[config.mk]
export PLATFORM = sky130hd
export DESIGN_NAME = garage_door_input_cond
export DESIGN_NICKNAME = d
export VERILOG_FILES = /design/src/rtl/garage_door_input_cond_pkg.sv /design/src/rtl/garage_door_debounce.sv /design/src/rtl/garage_door_input_cond.sv
export SDC_FILE = /design/constraint.sdc
export NUM_CORES = 1
export LEC_CHECK = 0
export CELL_PAD_IN_SITES_DETAIL_PLACEMENT = 1
export CELL_PAD_IN_SITES_GLOBAL_PLACEMENT = 2
export CORE_AREA = 2 2 78 80
export CTS_CLUSTER_DIAMETER = 200
export DETAILED_ROUTE_END_ITERATION = 16
export DIE_AREA = 0 0 80 82
export GPL_ROUTABILITY_DRIVEN = 0
export HOLD_SLACK_MARGIN = 0.06
export PLACE_DENSITY_LB_ADDON = 0.1
export SYNTH_ARGS = -nofsm -noshare
export SYNTH_HDL_FRONTEND = slang
export SYNTH_SLANG_ARGS = --single-unit
[constraint.sdc]
create_clock -name clk -period 2 [get_ports clk]
set_input_delay 0.4 -clock clk [delete_from_list [all_inputs] [get_ports clk]]
set_output_delay 0.4 -clock clk [all_outputs]
set_load 0.01 [all_outputs]
[src/rtl/garage_door_input_cond_pkg.sv]
// Shared definitions for the garage door input conditioning block and the door FSM.
// Holds door state encodings, default cycle counts and the debounce counter width.
package garage_door_input_cond_pkg;

    typedef enum logic [1:0] {
        DOOR_IDLE      = 2'b00,
        DOOR_MOVING_UP = 2'b01,
        DOOR_MOVING_DN = 2'b10
    } door_state_t;

    localparam int DEF_DEBOUNCE_CYCLES = 8;
    localparam int DEF_LOCKOUT_CYCLES  = 16;
    localparam int DEF_STUCK_CYCLES    = 1024;
    localparam int DB_CNT_W            = 8;

endpackage

[src/rtl/garage_door_debounce.sv]
// Two-flop synchronizer followed by a stability-count debouncer for one raw level.
// The output follows the synchronized level only after DEBOUNCE_CYCLES consecutive differing samples.
module garage_door_debounce
    import garage_door_input_cond_pkg::*;
#(
    parameter int DEBOUNCE_CYCLES = DEF_DEBOUNCE_CYCLES
) (
    input  logic clk,
    input  logic nrst,
    input  logic i_raw,
    output logic o_level
);

    localparam logic [DB_CNT_W-1:0] CNT_LAST = DB_CNT_W'(DEBOUNCE_CYCLES - 1);

    logic                r_s1;
    logic                r_s2;
    logic                r_level;
    logic [DB_CNT_W-1:0] r_cnt;

    always_ff @(posedge clk or negedge nrst) begin
        if (!nrst) begin
            r_s1    <= 1'b0;
            r_s2    <= 1'b0;
            r_level <= 1'b0;
            r_cnt   <= '0;
        end else begin
            r_s1 <= i_raw;
            r_s2 <= r_s1;
            // A sample matching the current output (including any reversal) restarts the count.
            if (r_s2 == r_level) begin
                r_cnt <= '0;
            end else if (r_cnt == CNT_LAST) begin
                r_level <= r_s2;
                r_cnt   <= '0;
            end else begin
                r_cnt <= r_cnt + DB_CNT_W'(1);
            end
        end
    end

    assign o_level = r_level;

endmodule

[src/rtl/garage_door_input_cond.sv]
// Conditions the wall button and limit switches for the door FSM: debounce, activate pulse with
// lockout, limit fault flag. Optional stuck-button detector enabled by GD_STUCK_DETECT_EN.
module garage_door_input_cond
    import garage_door_input_cond_pkg::*;
#(
    parameter int DEBOUNCE_CYCLES = DEF_DEBOUNCE_CYCLES,
    parameter int LOCKOUT_CYCLES  = DEF_LOCKOUT_CYCLES,
    parameter int STUCK_CYCLES    = DEF_STUCK_CYCLES
) (
    input  logic clk,
    input  logic nrst,
    input  logic btn_raw,
    input  logic up_sw_raw,
    input  logic dn_sw_raw,
    output logic activate,
    output logic up_limit,
    output logic dn_limit,
    output logic sw_fault,
    output logic btn_stuck
);

    localparam logic [7:0] LOCK_LOAD = 8'(LOCKOUT_CYCLES);

    logic       w_btn_db;
    logic       w_up_db;
    logic       w_dn_db;
    logic       w_rise;
    logic       w_fire;
    logic       w_stuck;

    logic       r_btn_db_d;
    logic [7:0] r_lockout;
    logic       r_activate;
    logic       r_sw_fault;

    garage_door_debounce #(.DEBOUNCE_CYCLES(DEBOUNCE_CYCLES)) u_db_btn (
        .clk     (clk),
        .nrst    (nrst),
        .i_raw   (btn_raw),
        .o_level (w_btn_db)
    );

    garage_door_debounce #(.DEBOUNCE_CYCLES(DEBOUNCE_CYCLES)) u_db_up (
        .clk     (clk),
        .nrst    (nrst),
        .i_raw   (up_sw_raw),
        .o_level (w_up_db)
    );

    garage_door_debounce #(.DEBOUNCE_CYCLES(DEBOUNCE_CYCLES)) u_db_dn (
        .clk     (clk),
        .nrst    (nrst),
        .i_raw   (dn_sw_raw),
        .o_level (w_dn_db)
    );

    // Lockout is judged on its registered value, so a rise on the cycle it hits zero is accepted.
    assign w_rise = w_btn_db & ~r_btn_db_d;
    assign w_fire = w_rise && (r_lockout == 8'd0) && !r_sw_fault && !w_stuck;

    always_ff @(posedge clk or negedge nrst) begin
        if (!nrst) begin
            r_btn_db_d <= 1'b0;
            r_lockout  <= 8'd0;
            r_activate <= 1'b0;
            r_sw_fault <= 1'b0;
        end else begin
            r_btn_db_d <= w_btn_db;
            r_activate <= w_fire;
            r_sw_fault <= w_up_db & w_dn_db;
            if (w_fire) begin
                r_lockout <= LOCK_LOAD;
            end else if (r_lockout != 8'd0) begin
                r_lockout <= r_lockout - 8'd1;
            end
        end
    end

`ifdef GD_STUCK_DETECT_EN
    localparam int                 STUCK_W   = $clog2(STUCK_CYCLES + 1);
    localparam logic [STUCK_W-1:0] STUCK_MAX = STUCK_W'(STUCK_CYCLES);

    logic [STUCK_W-1:0] r_stuck_cnt;

    always_ff @(posedge clk or negedge nrst) begin
        if (!nrst) begin
            r_stuck_cnt <= '0;
        end else if (!w_btn_db) begin
            r_stuck_cnt <= '0;
        end else if (r_stuck_cnt != STUCK_MAX) begin
            r_stuck_cnt <= r_stuck_cnt + STUCK_W'(1);
        end
    end

    // Gated by the debounced level so the flag drops on the same edge the button releases.
    assign w_stuck = w_btn_db && (r_stuck_cnt == STUCK_MAX);
`else
    // Detector absent; legal thresholds are positive, so this is a constant 0.
    assign w_stuck = (STUCK_CYCLES < 1);
`endif

    assign activate  = r_activate;
    assign up_limit  = w_up_db;
    assign dn_limit  = w_dn_db;
    assign sw_fault  = r_sw_fault;
    assign btn_stuck = w_stuck;

endmodule
== Word-level counts from Yosys, hierarchy flattened ==
Index checks and enable logic that the tools add are counted.

* Add/sub/neg operators: 4
* Equal/unequal tests: 6
* Muxes and demuxes: 8
* Bitwise gates (word level): 6
* Reductions and logical operators: 9

{| class="wikitable"
|+ Operators by type and width
! cell !! count
|-
| $mux 8 || 8
|-
| $add 8x1->8 const B || 3
|-
| $eq 8x3->1 const B || 3
|-
| $logic_not 8->1 || 1
|-
| $reduce_bool 8->1 || 1
|-
| $sub 8x1->8 const B || 1
|-
| $reduce_and 2->1 || 3
|-
| $not 1->1 || 4
|-
| $eq 1x1->1 || 3
|-
| $and 1x1->1 || 2
|-
| $logic_and 1x1->1 || 2
|-
| $reduce_bool 2->1 || 1
|-
| $logic_not 1->1 || 1
|}

* Bits in registers: 44

== Longest topological paths before layout ==
Gate-level depths: netlist (run 1).

* Depth after elaboration: 5
* Mapped depth: 5
* Mapped depth without buffers: 5

== By module ==
A second synthesis (run 1) with hierarchy kept.

* Cells, all modules: 177
* Area, all modules: 2020.7 um^2

{| class="wikitable"
|+ By module, submodules not included
! module !! times used !! cells an instance !! area an instance (um^2) !! seq. area each (um^2)
|-
| garage_door_debounce || 3 || 43 || 508.0 || 275.3
|-
| garage_door_input_cond || 1 || 48 || 496.7 || 275.3
|}

== Least setup slack after synthesis (run 1) ==
Ideal clock, no wire load.

* Path kind: reg-to-reg
* Start point: reg r_lockout[0]
* End point: reg r_lockout[4]
* Setup time: 125 ps
* Data arrival time: 1416 ps
* Slack: 459 ps
* Cell stages (with the launch flop): 6
* Buffers on the path: 0
* Clock period less this slack: 1541 ps
* Path through: dfrtp_1 inv_1 ha_1 nor3b_1 a31oi_1 mux2_2

* Cells in the longest elaborated chain, start to end: 4

{| class="wikitable"
|+ Ends and longest elaborated chain
! what !! line !! RTL
|-
| start: declaration || garage_door_input_cond.sv:32 || <nowiki>logic [7:0] r_lockout;</nowiki>
|-
| start signal: assignment || garage_door_input_cond.sv:74 || <nowiki>r_lockout <= r_lockout - 8'd1;</nowiki>
|-
| branches (longest 4 deep; another with $sub 8x1->8) || n/a ||
|}

Parallel ways; which one is timed is not known. The select of a mux whose other input is x is not followed.
A chain may end at the register's enable or synchronous reset.

== Final worst setup path (run 1) ==
* Start point: reg u_db_up.r_level (netlist: u_db_up.o_level)
* End point: out up_limit

{| class="wikitable"
|+ RTL lines
! what !! line !! RTL
|-
| start: declaration || garage_door_debounce.sv:18 || <nowiki>logic r_level;</nowiki>
|-
| start signal: assignment || garage_door_debounce.sv:34 || <nowiki>r_level <= r_s2;</nowiki>
|-
| end: declaration || garage_door_input_cond.sv:16 || <nowiki>output logic up_limit,</nowiki>
|}

No word-level cell between the ends.

==> results.txt, run 1 <==
The run finished with clean final reports. The Yosys step of the flow raised 0 warnings. For the total setup buffers inserted after CTS, the log shows 0. Across all layers, the routed design uses 1330 vias. For the number of nets with antenna violations after routing, the log shows 0.

The worst setup path is of the flop to output pin kind. The reg-to-reg critical path startpoint is u_db_btn.r_cnt[0]. The post-route DRC violation count is 0. Timing would allow up to 609 MHz. Net switching is 33.6% of the power. The first global-routing pass estimated 6240 um of wire. The top cell type by area accounts for 56.5% of the synthesized area. The logs give 0 for the final count of hold timing violations and 10 for the number of ports placed on the die boundary. For the TritonCTS sink count, the log shows 44. The met2 track utilization from global routing is 21.4%, and the number of instances in the synthesized netlist is 178. Clock tree synthesis selected as its root buffer the cell sky130_fd_sc_hd__clkbuf_8. The placed cell area is 2130 um^2, and the maximum count of clock buffers along a single path is 2.

Summing internal, switching and leakage power gives 2.56 mW. The run gives 660 as the filler cell count in the final layout. The logs give 0 for the initial antenna violation count and 0.569 mV for the largest voltage drop on the vdd net.

The maximum number of pins on one net before global-route repair is 24, and the count of endpoints failing setup in the final report is 0. The detailed router finished its first iteration with 37 violations. At the pin with the least slew margin, the transition time is 0.560 ns.

The run gives 26.4% as the share of power burned in combinational logic. After layout, the minimum clock period comes to 1.64 ns. In the layout the commonest cells are 44 x sky130_fd_sc_hd__dfrtp_1, 20 x sky130_fd_sc_hd__nor2_1, 14 x sky130_fd_sc_hd__o21ai_0. The tools report the TritonCTS buffer count as 5. In this run the most used layer during global routing was met2.

The type of the worst min-delay path is input pin to asynchronous set/reset pin. The reported net switching power was 860 uW; the count of pins over their slew limit was 0. STA classifies the critical path startpoint as a flop.

The depth of the worst register-to-register path was 4; the global routing met1 resource utilization was 14.6%. The internal portion of the total power is 1.70 mW. The kind of end point of the critical path was an output pin. The die is 80 um wide.

Effective utilization at floorplan: 33.9%. TritonCTS built the clock tree. The floorplan has 28 rows. The post-route standard cell area excluding fillers was 2220 um^2. The tools report the cell area after technology mapping as 1950 um^2. The most frequent standard cell in the layout excluding fill and tap cells was sky130_fd_sc_hd__dfrtp_1. After global routing the overflow that remains totals 0. The die area came out at 6560 um^2. The ratio of cells with drive above 1 in the final layout was 11.4%. For the sequential share of the synthesized area, the log shows 56.5%. Across every metal layer, demand over resource in global routing totals 12.4%. The number of nets in the synthesized netlist is 187. Setup repair after global routing left no endpoint under its margin. Of all nets on the critical path, the largest fanout is 4. For met3 alone, demand over resource in global routing was 3.08%. Clock-pin slew was measured on the worst setup and hold paths at 0.08 ns. Top cell family by delay on the critical path: buffers and inverters. Quantity of hold-fixing buffers added after cts: 0. In this run the static leakage power is 0.933 nW. Each instance of the synthesized netlist takes up on average 11.0 um^2.

The stage delay of the slowest cell on the critical path was 0.56 ns; the number of nets in the layout was 201. Measured along the y axis, the die boundary spans 82 um. Count of input and output buffers: 8.

The logs give 5750 um^2 for the core outline area and 0.28 ns for the clock latency on the worst-skew pair. Library cell occupying the most area in the post-synthesis netlist: sky130_fd_sc_hd__dfrtp_1. The remaining max-slew budget at the tightest pin came out at 62.6%. The part of the total power dissipated in sequential elements was 51.4%; the fraction of power consumed by the clock network was 22.2%. Once detailed placement completed, the half-perimeter wirelength came to 2730 um.

Number of buffer and inverter instances along the worst setup path: 1. For the final database, setup skew stands at 0.00523 ns. The areal power density over the cells is 1150 nW/um^2, and the count of different cell masters after synthesis is 35. At the worst endpoint, the required time is 1.60 ns. The area growth from synthesis to layout is 13.9%.

Data arrives at the worst endpoint at 1.24 ns. The final cycle utilization of the critical path came out at 82.1%. Number of antenna cells inserted: 0. Sorting the synthesized cells by area gives the leading types as sky130_fd_sc_hd__dfrtp_1 56%, sky130_fd_sc_hd__nor2_1 3.9%, sky130_fd_sc_hd__o21ai_0 3.6%. The run gives 0 ns as the final setup TNS. The maximum level of the CTS H-tree was 2; the instance count on the critical path was 1. For the number of placed cells counting well taps, the log shows 260.

The number of iterations in the first detailed-routing pass came out at 4. The run gives 1412 as the via count of the first global-routing pass. Worst-path cell with the longest stage delay: sky130_fd_sc_hd__clkdlybuf4s50_1. Across all setup checks in the final design, the least slack found is 0.358 ns. The number of gates given a new drive strength after cts is 0, and the max-capacitance violation count is 0.

After detailed routing, the average wire length per cell comes to 13.7 um. The critical path goes through clkdlybuf4s50_1. The pre-CTS setup slack was 0.191 ns; the number of synthesized register bits was 44.

In this run the worst setup path begins at u_db_up.o_level. The number of non-filler instances in the completed layout is 268, and the average vias per placed instance is 4.96. Summed over all layers, the routed wires come to 3670 um.
## cells in the mapped netlist (all sizes together)
| cell | number |
|---|---|
| dfrtp | 44 |
| or3 | 9 |
| buf | 2 |
| nand2b | 2 |
| or3b | 1 |
| ha | 4 |
| nor2b | 2 |
| nor4 | 1 |
| nor3 | 1 |
| a31o | 2 |
| o21ai | 14 |
| nand2 | 7 |
| nand3 | 11 |
| or4 | 3 |
| nand4 | 5 |
| and4b | 1 |
| nand3b | 3 |
| nor2 | 21 |
| conb | 1 |
| a21oi | 11 |
| xor2 | 5 |
| and2 | 2 |
| o31ai | 1 |
| mux2 | 6 |
| o21bai | 2 |
| xnor2 | 6 |
| nor4b | 1 |
| inv | 8 |
| a31oi | 1 |
| nor3b | 1 |
## area by class of cell
| class | count | area (um^2) | area share [%] |
|---|---|---|---|
| flip-flops and latches | 44 | 1100 | 49.6 |
| multi-input cells | 124 | 811 | 36.5 |
| clock buffers | 8 | 90.1 | 4.06 |
| repair buffers | 9 | 95.1 | 4.28 |
| inverters | 8 | 30.0 | 1.35 |
| well taps | 75 | 93.8 | 4.23 |
## kinds of logic (layout without fill, tap and decap cells)
family / Yosys count / count (layout) / synth area share [%]
adder cells (fa/ha/maj): 4 / 4 / 2.57
other: 1 / 1 / 0.192
AO/OA/AOI/OAI: 31 / 31 / 9.56
AND/OR/NAND/NOR: 71 / 71 / 20.6
multiplexers: 6 / 6 / 3.47
XOR/XNOR: 11 / 11 / 4.94
flip-flops: 44 / 44 / 56.5
buffers and inverters: 10 / 25 / 2.18
## through the flow
stage,hold WS [ns],utilization (%)
after detailed placement,0.340,37.0
after global routing,0.125,38.7
after CTS,0.110,38.6
after floorplan,0.104,-
after global placement,0.333,37.0
final,0.0926,38.7
## registers in the layout (all words and copies together), names as in the netlist
register          count
u_db_dn.r_cnt         8
u_db_dn.r_s1          1
u_db_dn.o_level       1
r_lockout             8
u_db_btn.r_s1         1
u_db_btn.r_s2         1
u_db_btn.r_cnt        8
activate              1
u_db_up.r_s2          1
u_db_up.r_cnt         8
u_db_dn.r_s2          1
u_db_up.o_level       1
sw_fault              1
r_btn_db_d            1
u_db_up.r_s1          1
u_db_btn.o_level      1
## power by group through the flow
| stage | clock network, mW | registers [mW] | logic (mW) |
|---|---|---|---|
| floorplan | 0 | 1.28 | 0.508 |
| global placement | 0 | 1.32 | 0.668 |
| detailed placement | 0 | 1.33 | 0.687 |
| CTS | 0.596 | 1.32 | 0.691 |
| global route | 0.632 | 1.35 | 0.778 |
| finish | 0.569 | 1.31 | 0.674 |
## layer usage
metal / wire [um] / up-vias / share of wire [%]
met1: 1630 / 669 / 44
li1: - / 647 / -
met5: 0 / - / 0
met3: 99 / 2 / 2.7
met4: 27 / 0 / 0.74
met2: 1910 / 12 / 52
## worst paths after layout
path	end	slack, ns
hold / removal	u_db_btn.r_cnt[6]	0.09
max in group asynchronous	u_db_dn.r_cnt[3]	1.39
setup reg to reg	u_db_btn.o_level	0.40
hold reg to reg	u_db_btn.r_s2	0.35
setup / recovery	up_limit	0.36
min in group clk	u_db_btn.r_s2	0.35
Note: power is estimated with default switching activity, not from simulation.
==> run 2, diff against run 1 <==
Clock period 2 ns to 1.7 ns, I/O delays scaled along.
==> results.txt, run 2 (synthesis results as in run 1) <==
The starting DRC count in detailed routing came out at 29 (was 37). Post-route DRC violation count: 0 (unchanged). The sum of internal, switching and leakage power was 3.21 mW (was 2.56 mW). Critical-path cell list: clkdlybuf4s50_1 (unchanged). The height of the chip works out to 82 um (unchanged). The tools report the maximum frequency from static timing analysis as 614 MHz. Reg-to-reg critical path startpoint: u_db_dn.r_cnt[4] (was u_db_btn.r_cnt[0]). The ratio of cells with drive above 1 in the final layout came out at 14.1% (was 11.4%).

The number of non-filler instances in the completed layout is 273 (was 268), and the required time reported for the critical path endpoint is 1.36 ns (was 1.60 ns). Subtracting the final worst setup slack from the clock period gives 1.63 ns. The average vias per placed instance was 4.99 (was 4.96). The cell row count was 28 (unchanged). The logs give 0 (unchanged) for the final count of hold timing violations and 2 (unchanged) for the maximum count of clock buffers along a single path. Clock latency on the worst-skew pair: 0.30 ns (was 0.28 ns). The initial antenna violation count came out at 0 (unchanged). The startpoint identified for the worst hold timing path is u_db_dn.r_s1. The areal power density over the cells came out at 1410 nW/um^2 (was 1150 nW/um^2). The final cycle utilization of the critical path works out to 95.8%. For the number of placed cells counting well taps, the log shows 264 (was 260). The largest voltage drop on the vdd net is 0.489 mV (was 0.569 mV).

Top cell family by delay on the critical path: buffers and inverters (unchanged). The count of input and output buffers was 8 (unchanged); the maximum level of the CTS H-tree was 2 (unchanged). Class of the most critical setup path: flop to output pin (unchanged).

The effective utilization at floorplan is 33.9% (unchanged). TritonCTS built the clock tree. The area added between synthesis and finish works out to 16.7% (was 13.9%). The tools report the leftover overflow at the end of global routing as 0 (unchanged). The per-cell routed wire length was 13.4 um (was 13.7 um). The width of the chip works out to 80 um (unchanged). The worst-path maximum fanout is 4 (unchanged), and the final setup TNS is 0 ns (unchanged). Top library cells by usage in the layout, fill and taps aside: 44 x sky130_fd_sc_hd__dfrtp_1, 20 x sky130_fd_sc_hd__nor2_1, 14 x sky130_fd_sc_hd__o21ai_0 (unchanged). The category of the worst setup path launch point is a flop (unchanged). The number of nets with antenna violations after routing is 0 (unchanged), and the global-route wire length before repair is 6550 um (was 6240 um). Type of the worst min-delay path: flop to flop (was input pin to asynchronous set/reset pin). For the count of pins over their slew limit, the log shows 0 (unchanged). The tools report the TritonCTS sink count as 44 (unchanged). The aggregate global-route resource usage is 12.8% (was 12.4%). Setup repair after global routing left no endpoint under its margin.

The logs give 10 (unchanged) for the number of ports placed on the die boundary and 1362 (was 1330) for the total number of vias. The tools report the via count of the first global-routing pass as 1468 (was 1412). The stage delay of the slowest cell on the critical path works out to 0.57 ns (was 0.56 ns). The run gives 0.00747 ns (was 0.00523 ns) as the post-route clock skew. The number of iterations in the first detailed-routing pass is 4 (unchanged), and the count of endpoints failing setup in the final report is 0 (unchanged). The run finished with clean final reports. The arrival time at the worst endpoint was 1.29 ns (was 1.24 ns); the number of nets in the layout was 206 (was 201).

Total length of routed wires: 3650 um (was 3670 um). The maximum number of pins on one net before global-route repair was 21 (was 24); the TritonCTS buffer count was 5 (unchanged). The most frequent standard cell in the layout excluding fill and tap cells is sky130_fd_sc_hd__dfrtp_1 (unchanged).

The run gives 2730 um (about the same) as the detailed-placement wirelength estimate. Worst-path cell with the longest stage delay: sky130_fd_sc_hd__clkdlybuf4s50_1 (unchanged). The run gives 0 (unchanged) as the number of antenna cells inserted. Leakage power of the design: 0.966 nW (was 0.933 nW). Start point of the critical path: u_db_up.o_level (unchanged). The die area was 6560 um^2 (unchanged). The run gives 5750 um^2 (unchanged) as the core outline area. The post-CTS clock slew at the launch and capture registers of the worst setup and hold paths is 0.09 ns (was 0.08 ns), and the worst setup slack for register-to-register paths is 0.13 ns (was 0.40 ns).

The max-capacitance violation count came out at 0 (unchanged). Kind of end point of the critical path: an output pin (unchanged). The number of buffer and inverter instances along the worst setup path came out at 1 (unchanged).

Buffer cell driving the clock tree root: sky130_fd_sc_hd__clkbuf_8 (unchanged).
run 2: final timing paths:
path	endpoint	cells past startpoint
worst max-delay path	up_limit	1
worst min-delay path	u_db_dn.r_s2	0
worst max register to register	u_db_dn.o_level	3
worst min register to register	u_db_dn.r_s2	0
max in group asynchronous	u_db_up.r_s2	3
min in group asynchronous	u_db_up.r_cnt[7]	2
run 2: routing by layer:
layer	routed length, um	GRT usage (%)	part of all wire [%]
met5	0	0	0
met4	45	5.08	1.2
met3	112	3.52	3.1
met2	1830	22.0	50
met1	1670	15.4	46
run 2: report_power, final:
part | internal (mW) | leakage, nW | switching (mW) | total [mW]
Sequential | 1.27 | 0.578 | 0.283 | 1.56
Clock | 0.443 | 0.0583 | 0.380 | 0.823
Combinational | 0.420 | 0.330 | 0.411 | 0.831
run 2: per-stage QoR:
step,setup WS [ns],util [%],hold WS [ns],area (um^2)
after floorplan,0.159,-,0.0444,1950
after global placement,0.120,37.3,0.309,2140
after detailed placement,0.0765,37.3,0.315,2140
after CTS,0.0343,39.5,0.361,2270
after global routing,0.00621,39.6,0.369,2270
final,0.0711,39.6,0.358,2270
run 2: final cells by class:
| cell class | instances | area [um^2] |
|---|---|---|
| fill | 659 | 3470 |
| sequential | 44 | 1100 |
| multi-input combinational | 124 | 811 |
| timing repair buffer | 14 | 123 |
| tap | 75 | 93.8 |
| clock buffer | 5 | 68.8 |
| clock inverter | 3 | 47.5 |
| inverter | 8 | 30.0 |
run 2: timing repair:
| action | in CTS | in global routing |
|---|---|---|
| setup endpoints to repair | 0 | 6 |
| hold buffers | 1 | 0 |
| setup buffers | 0 | 0 |
| endpoints found under the hold margin | 18 | 0 |
| gates resized for setup | 0 | 1 |
==> run 3, diff against run 2 <==
Settings changed: CORE_AREA 2 2 78 80 to 2 2 72 87, DIE_AREA 0 0 80 82 to 0 0 74 89.
==> results.txt, run 3 (synthesis results as in run 1) <==
Arrival time at the worst endpoint: 1.27 ns (was 1.29 ns). The number of gates given a new drive strength after cts is 0 (unchanged), and the number of nets in the layout is 205 (was 206). For the starting DRC count in detailed routing, the log shows 50 (was 29).

The max-capacitance violation count came out at 0 (unchanged). The tools report the start point of the critical path as u_db_dn.o_level (was u_db_up.o_level). Aggregate global-route resource usage: 13.5% (was 12.8%). For the count of pins over their slew limit, the log shows 0 (unchanged). The total setup buffers inserted after CTS is 0 (unchanged), and the area added between synthesis and finish is 15.0% (was 16.7%). The areal power density over the cells works out to 1340 nW/um^2 (was 1410 nW/um^2). The detailed-placement wirelength estimate is 2710 um (was 2730 um). TritonCTS built the clock tree. Clock latency on the worst-skew pair: 0.29 ns (was 0.30 ns). The worst hold slack is 0.353 ns (was 0.358 ns), and the final cycle utilization of the critical path is 94.9% (was 95.8%).

The tools report the post-route DRC violation count as 0 (unchanged). The via count of the first global-routing pass came out at 1451 (was 1468). The category of the worst setup path launch point was a flop (unchanged). The logs give 3.00 mW (was 3.21 mW) for the sum of internal, switching and leakage power and 34.4% (was 33.9%) for the effective utilization at floorplan. The leakage power of the design came out at 0.946 nW (was 0.966 nW). The class of the most critical setup path is flop to output pin (unchanged).

Top library cells by usage in the layout, fill and taps aside: 44 x sky130_fd_sc_hd__dfrtp_1, 20 x sky130_fd_sc_hd__nor2_1, 14 x sky130_fd_sc_hd__o21ai_0 (unchanged). The type of the worst min-delay path is flop to flop (unchanged). The total length of routed wires was 3800 um (was 3650 um). For the initial antenna violation count, the log shows 0 (unchanged).

For the worst setup slack after layout, the log shows 0.0861 ns (was 0.0711 ns). The kind of end point of the critical path was an output pin (unchanged). The number of iterations in the first detailed-routing pass came out at 4 (unchanged).

The stage delay of the slowest cell on the critical path was 0.57 ns (about the same); the maximum number of pins on one net before global-route repair was 45 (was 21). The global-route wire length before repair is 6720 um (was 6550 um), and the height of the chip is 89 um (was 82 um). Final count of hold timing violations: 0 (unchanged).

Number of nets with antenna violations after routing: 0 (unchanged). The width of the chip is 74 um (was 80 um). The flow ran to the end, and the final reports show no timing, DRC or antenna violations. For the pre-CTS setup slack, the log shows 0.108 ns (was 0.0765 ns). The cell row count came out at 30 (was 28). Number of ports placed on the die boundary: 10 (unchanged). The number of buffer and inverter instances along the worst setup path works out to 1 (unchanged). The post-route clock skew is 0.00848 ns (was 0.00747 ns), and the leftover overflow at the end of global routing is 0 (unchanged).

The tools report the largest voltage drop on the vdd net as 0.498 mV (was 0.489 mV). The post-CTS clock slew at the launch and capture registers of the worst setup and hold paths is 0.08 ns (was 0.09 ns), and the count of input and output buffers is 8 (unchanged). The run gives 0 ns (unchanged) as the final setup TNS. The maximum count of clock buffers along a single path came out at 2 (unchanged). The worst-path maximum fanout works out to 4 (unchanged). Worst-path cell with the longest stage delay: sky130_fd_sc_hd__clkdlybuf4s50_1 (unchanged).

The required time reported for the critical path endpoint came out at 1.36 ns (about the same). Setup repair after global routing left no endpoint under its margin. The count of endpoints failing setup in the final report is 0 (unchanged), and the TritonCTS buffer count is 5 (unchanged). Reg-to-reg critical path startpoint: u_db_dn.r_cnt[4] (unchanged). The ratio of cells with drive above 1 in the final layout came out at 12.2% (was 14.1%). The die area came out at 6590 um^2 (was 6560 um^2).

The per-cell routed wire length is 13.8 um (was 13.4 um). Critical-path cell list: clkdlybuf4s50_1 (unchanged). The shortest clock period the worst path allows after layout is 1.61 ns (was 1.63 ns), and the TritonCTS sink count is 44 (unchanged).

The hold path startpoint is u_db_dn.r_s1 (unchanged). For the maximum frequency from static timing analysis, the log shows 620 MHz (was 614 MHz). Top cell family by delay on the critical path: buffers and inverters (unchanged). Maximum level of the CTS H-tree: 2 (unchanged). The quantity of hold-fixing buffers added after cts is 1 (unchanged), and the utilization of the core after routing is 39.6% (about the same). The average vias per placed instance was 4.85 (was 4.99). The buffer cell driving the clock tree root was sky130_fd_sc_hd__clkbuf_8 (unchanged). The run gives 5670 um^2 (was 5750 um^2) as the core outline area.

For the total number of vias, the log shows 1338 (was 1362). The run gives 0 (unchanged) as the number of antenna cells inserted. The most frequent standard cell in the layout excluding fill and tap cells is sky130_fd_sc_hd__dfrtp_1 (unchanged).
## run 3: changes by cell type in the layout (fill, tap and decap cells not counted), sizes merged
cell / change
clkbuf: +1
bufinv: -1
clkinv: -1
buf: -1
## run 3: worst paths after layout
| kind | end | slack [ns] | cells past startpoint |
|---|---|---|---|
| min in group asynchronous | u_db_btn.r_cnt[5] | 0.54 | 3 |
| max | dn_limit | 0.09 | 1 |
| min reg2reg | u_db_dn.r_s2 | 0.35 | 0 |
| max in group asynchronous | u_db_up.r_s2 | 0.93 | 3 |
| min | u_db_dn.r_s2 | 0.35 | 0 |
| max reg2reg | u_db_dn.o_level | 0.11 | 3 |
## run 3: area by class of cell
class	instances	area, um^2
clock buffers	6	72.6
clock inverters	1	5.00
fillers	651	3430
inverters	8	30.0
multi-input cells	124	806
flip-flops and latches	44	1100
well taps	80	100
repair buffers	13	128
## run 3: per-layer routing
metal | track usage [%] | up-vias | part of all wire, %
li1 | - | 655 | -
met1 | 15.7 | 665 | 45
met2 | 23.5 | 14 | 51
met3 | 4.06 | 4 | 3.5
met4 | 4.46 | 0 | 0.97
met5 | 0 | - | 0
## run 3: where the power goes
| group | switching, mW | internal (mW) |
|---|---|---|
| clock | 0.344 | 0.280 |
| sequential | 0.277 | 1.27 |
| combinational | 0.409 | 0.420 |
## run 3: metrics by stage
stage | cell area [um^2] | std cells
finish | 2240 | 276
global route | 2240 | 276
CTS | 2240 | 276
detailed placement | 2150 | 268
global placement | 2150 | 268
floorplan | 1950 | 178
==> patch, RTL diff (settings of run 3) <==
Add a define of `GD_STUCK_DETECT_EN`.
--- a/src/rtl/garage_door_input_cond.sv
+++ b/src/rtl/garage_door_input_cond.sv
@@ -1,5 +1,7 @@
 // Conditions the wall button and limit switches for the door FSM: debounce, activate pulse with
 // lockout, limit fault flag. Optional stuck-button detector enabled by GD_STUCK_DETECT_EN.
+`define GD_STUCK_DETECT_EN
+
 module garage_door_input_cond
     import garage_door_input_cond_pkg::*;
 #(
Behaviour: no difference found for any inputs over 10 cycles, from zero or initial values and one cycle with nrst low; that may be too few to reach the edited logic, so the function may still have changed.
==> patch against run 3 <==
  * The flow now finishes with violations (negative setup slack)
  * Synthesized cell count grew 26%
  * Worst setup slack lost 0.32 ns
  * Global-route usage grew 2.8 points
  * Sequential cell count grew 11
  * Routed wire length grew 24%
  * Area after synthesis grew 25%
  * Worst hold slack gained 0.0060 ns
  * Clock skew grew 0.0024 ns
  * Total power grew 18%
  * Clock power grew 17%
  * Cell area grew 34%
  * Sequential power grew 12%
  * Highest routed layer unchanged
  * Cell count grew 26%
==> patch: results (changes against run 3) <==
| Metric | Value |
|---|---|
| Status | `finished, violations left (was complete, no violations)` |
| Failing checks | `negative setup slack` |
| Share of layout cells above drive strength 1 | `22.0% (was 12.2%)` |
| Sequential fraction of the synthesis area | `56.5% (about the same)` |
| Worst EP arrival | `1.60 ns (was 1.27 ns)` |
| Met2 Wirelength | `2.56 mm (was 1.94 mm)` |
| Initial detailed-routing violation count | `53 (was 50)` |
| Hold path start | `u_db_up.r_s1 (was u_db_dn.r_s1)` |
| Via count | `1679 (was 1338)` |
| Hold path endpoint | `u_db_up.r_s2 (was u_db_dn.r_s2)` |
| Worst path top cell family by delay | `simple AND/OR/NAND/NOR gates (was buffers and inverters)` |
| Resized cells post-CTS | `11 (was 0)` |
| Dpl ws | `-0.381 ns (was 0.108 ns)` |
| Reg2reg start | `r_stuck_cnt[0] (was u_db_dn.r_cnt[4])` |
| Final WS setup | `-0.237 ns (was 0.0861 ns)` |
| First-pass GRT wire length | `8.27 mm (was 6.72 mm)` |
| Clk_skew | `0.0109 ns (was 0.00848 ns)` |
| Clock buffer cells | `5 (was 6)` |
| Non-clock buffer area fraction after layout | `11.7% (was 5.69%)` |
| R2r setup slk | `-0.23 ns (was 0.11 ns)` |
| Leakage power | `1.37 nW (was 0.946 nW)` |
| Postcts setup bufs | `3 (was 0)` |
| Synth Register Bits | `55 (was 44)` |
| Area of the multi-input gates | `1050 um^2 (was 806 um^2)` |
| Vias per inst | `4.82 (was 4.85)` |
| Syn Nets | `235 (was 187)` |
| Non-clk invs | `10 (was 8)` |
| Reg2Reg Depth | `9 (was 3)` |
| Met1 Use GR | `19.1% (was 15.7%)` |
| Ranking of synthesized cells by area | `dfrtp_1 (56%), xnor2_1 (8.3%), nor2_1 (5.2%) (was dfrtp_1 (56%), nor2_1 (3.9%), o21ai_0 (3.6%))` |
| Met3 Wirelength | `120 um (was 134 um)` |
| # setup viols final | `3 (was 0)` |
| Setup TNS | `-0.521 ns (was 0 ns)` |
| Port bufs | `9 (was 8)` |
| Number of fill cells | `625 (was 651)` |
patch: cell types whose count changed after synthesis, moves of 6 or more:
cell     change
a21oi_1     -11
and2_1       +9
dfrtp_1     +11
nor2_1      +14
o21ai_0      -6
or3_1        -8
xnor2_1     +17
patch: cell families after synthesis:
kind of cell	Yosys count	share of synthesized area [%]
and+or+nand+nor	101	22.1
DFF	55	56.5
xor gates and xnor gates	32	11.5
buffers and inverters	15	2.52
AOI/OAI and AO/OA	12	2.88
adders and majority gates	6	3.08
muxes	3	1.39
patch: power by group through the flow:
| stage | combinational [mW] | sequential [mW] | clock [mW] |
|---|---|---|---|
| CTS | 1.03 | 1.73 | 0.765 |
| global route | 1.24 | 1.76 | 0.804 |
| detailed placement | 0.945 | 1.76 | 0 |
| global placement | 0.901 | 1.74 | 0 |
| finish | 1.08 | 1.73 | 0.732 |
| floorplan | 0.588 | 1.75 | 0 |
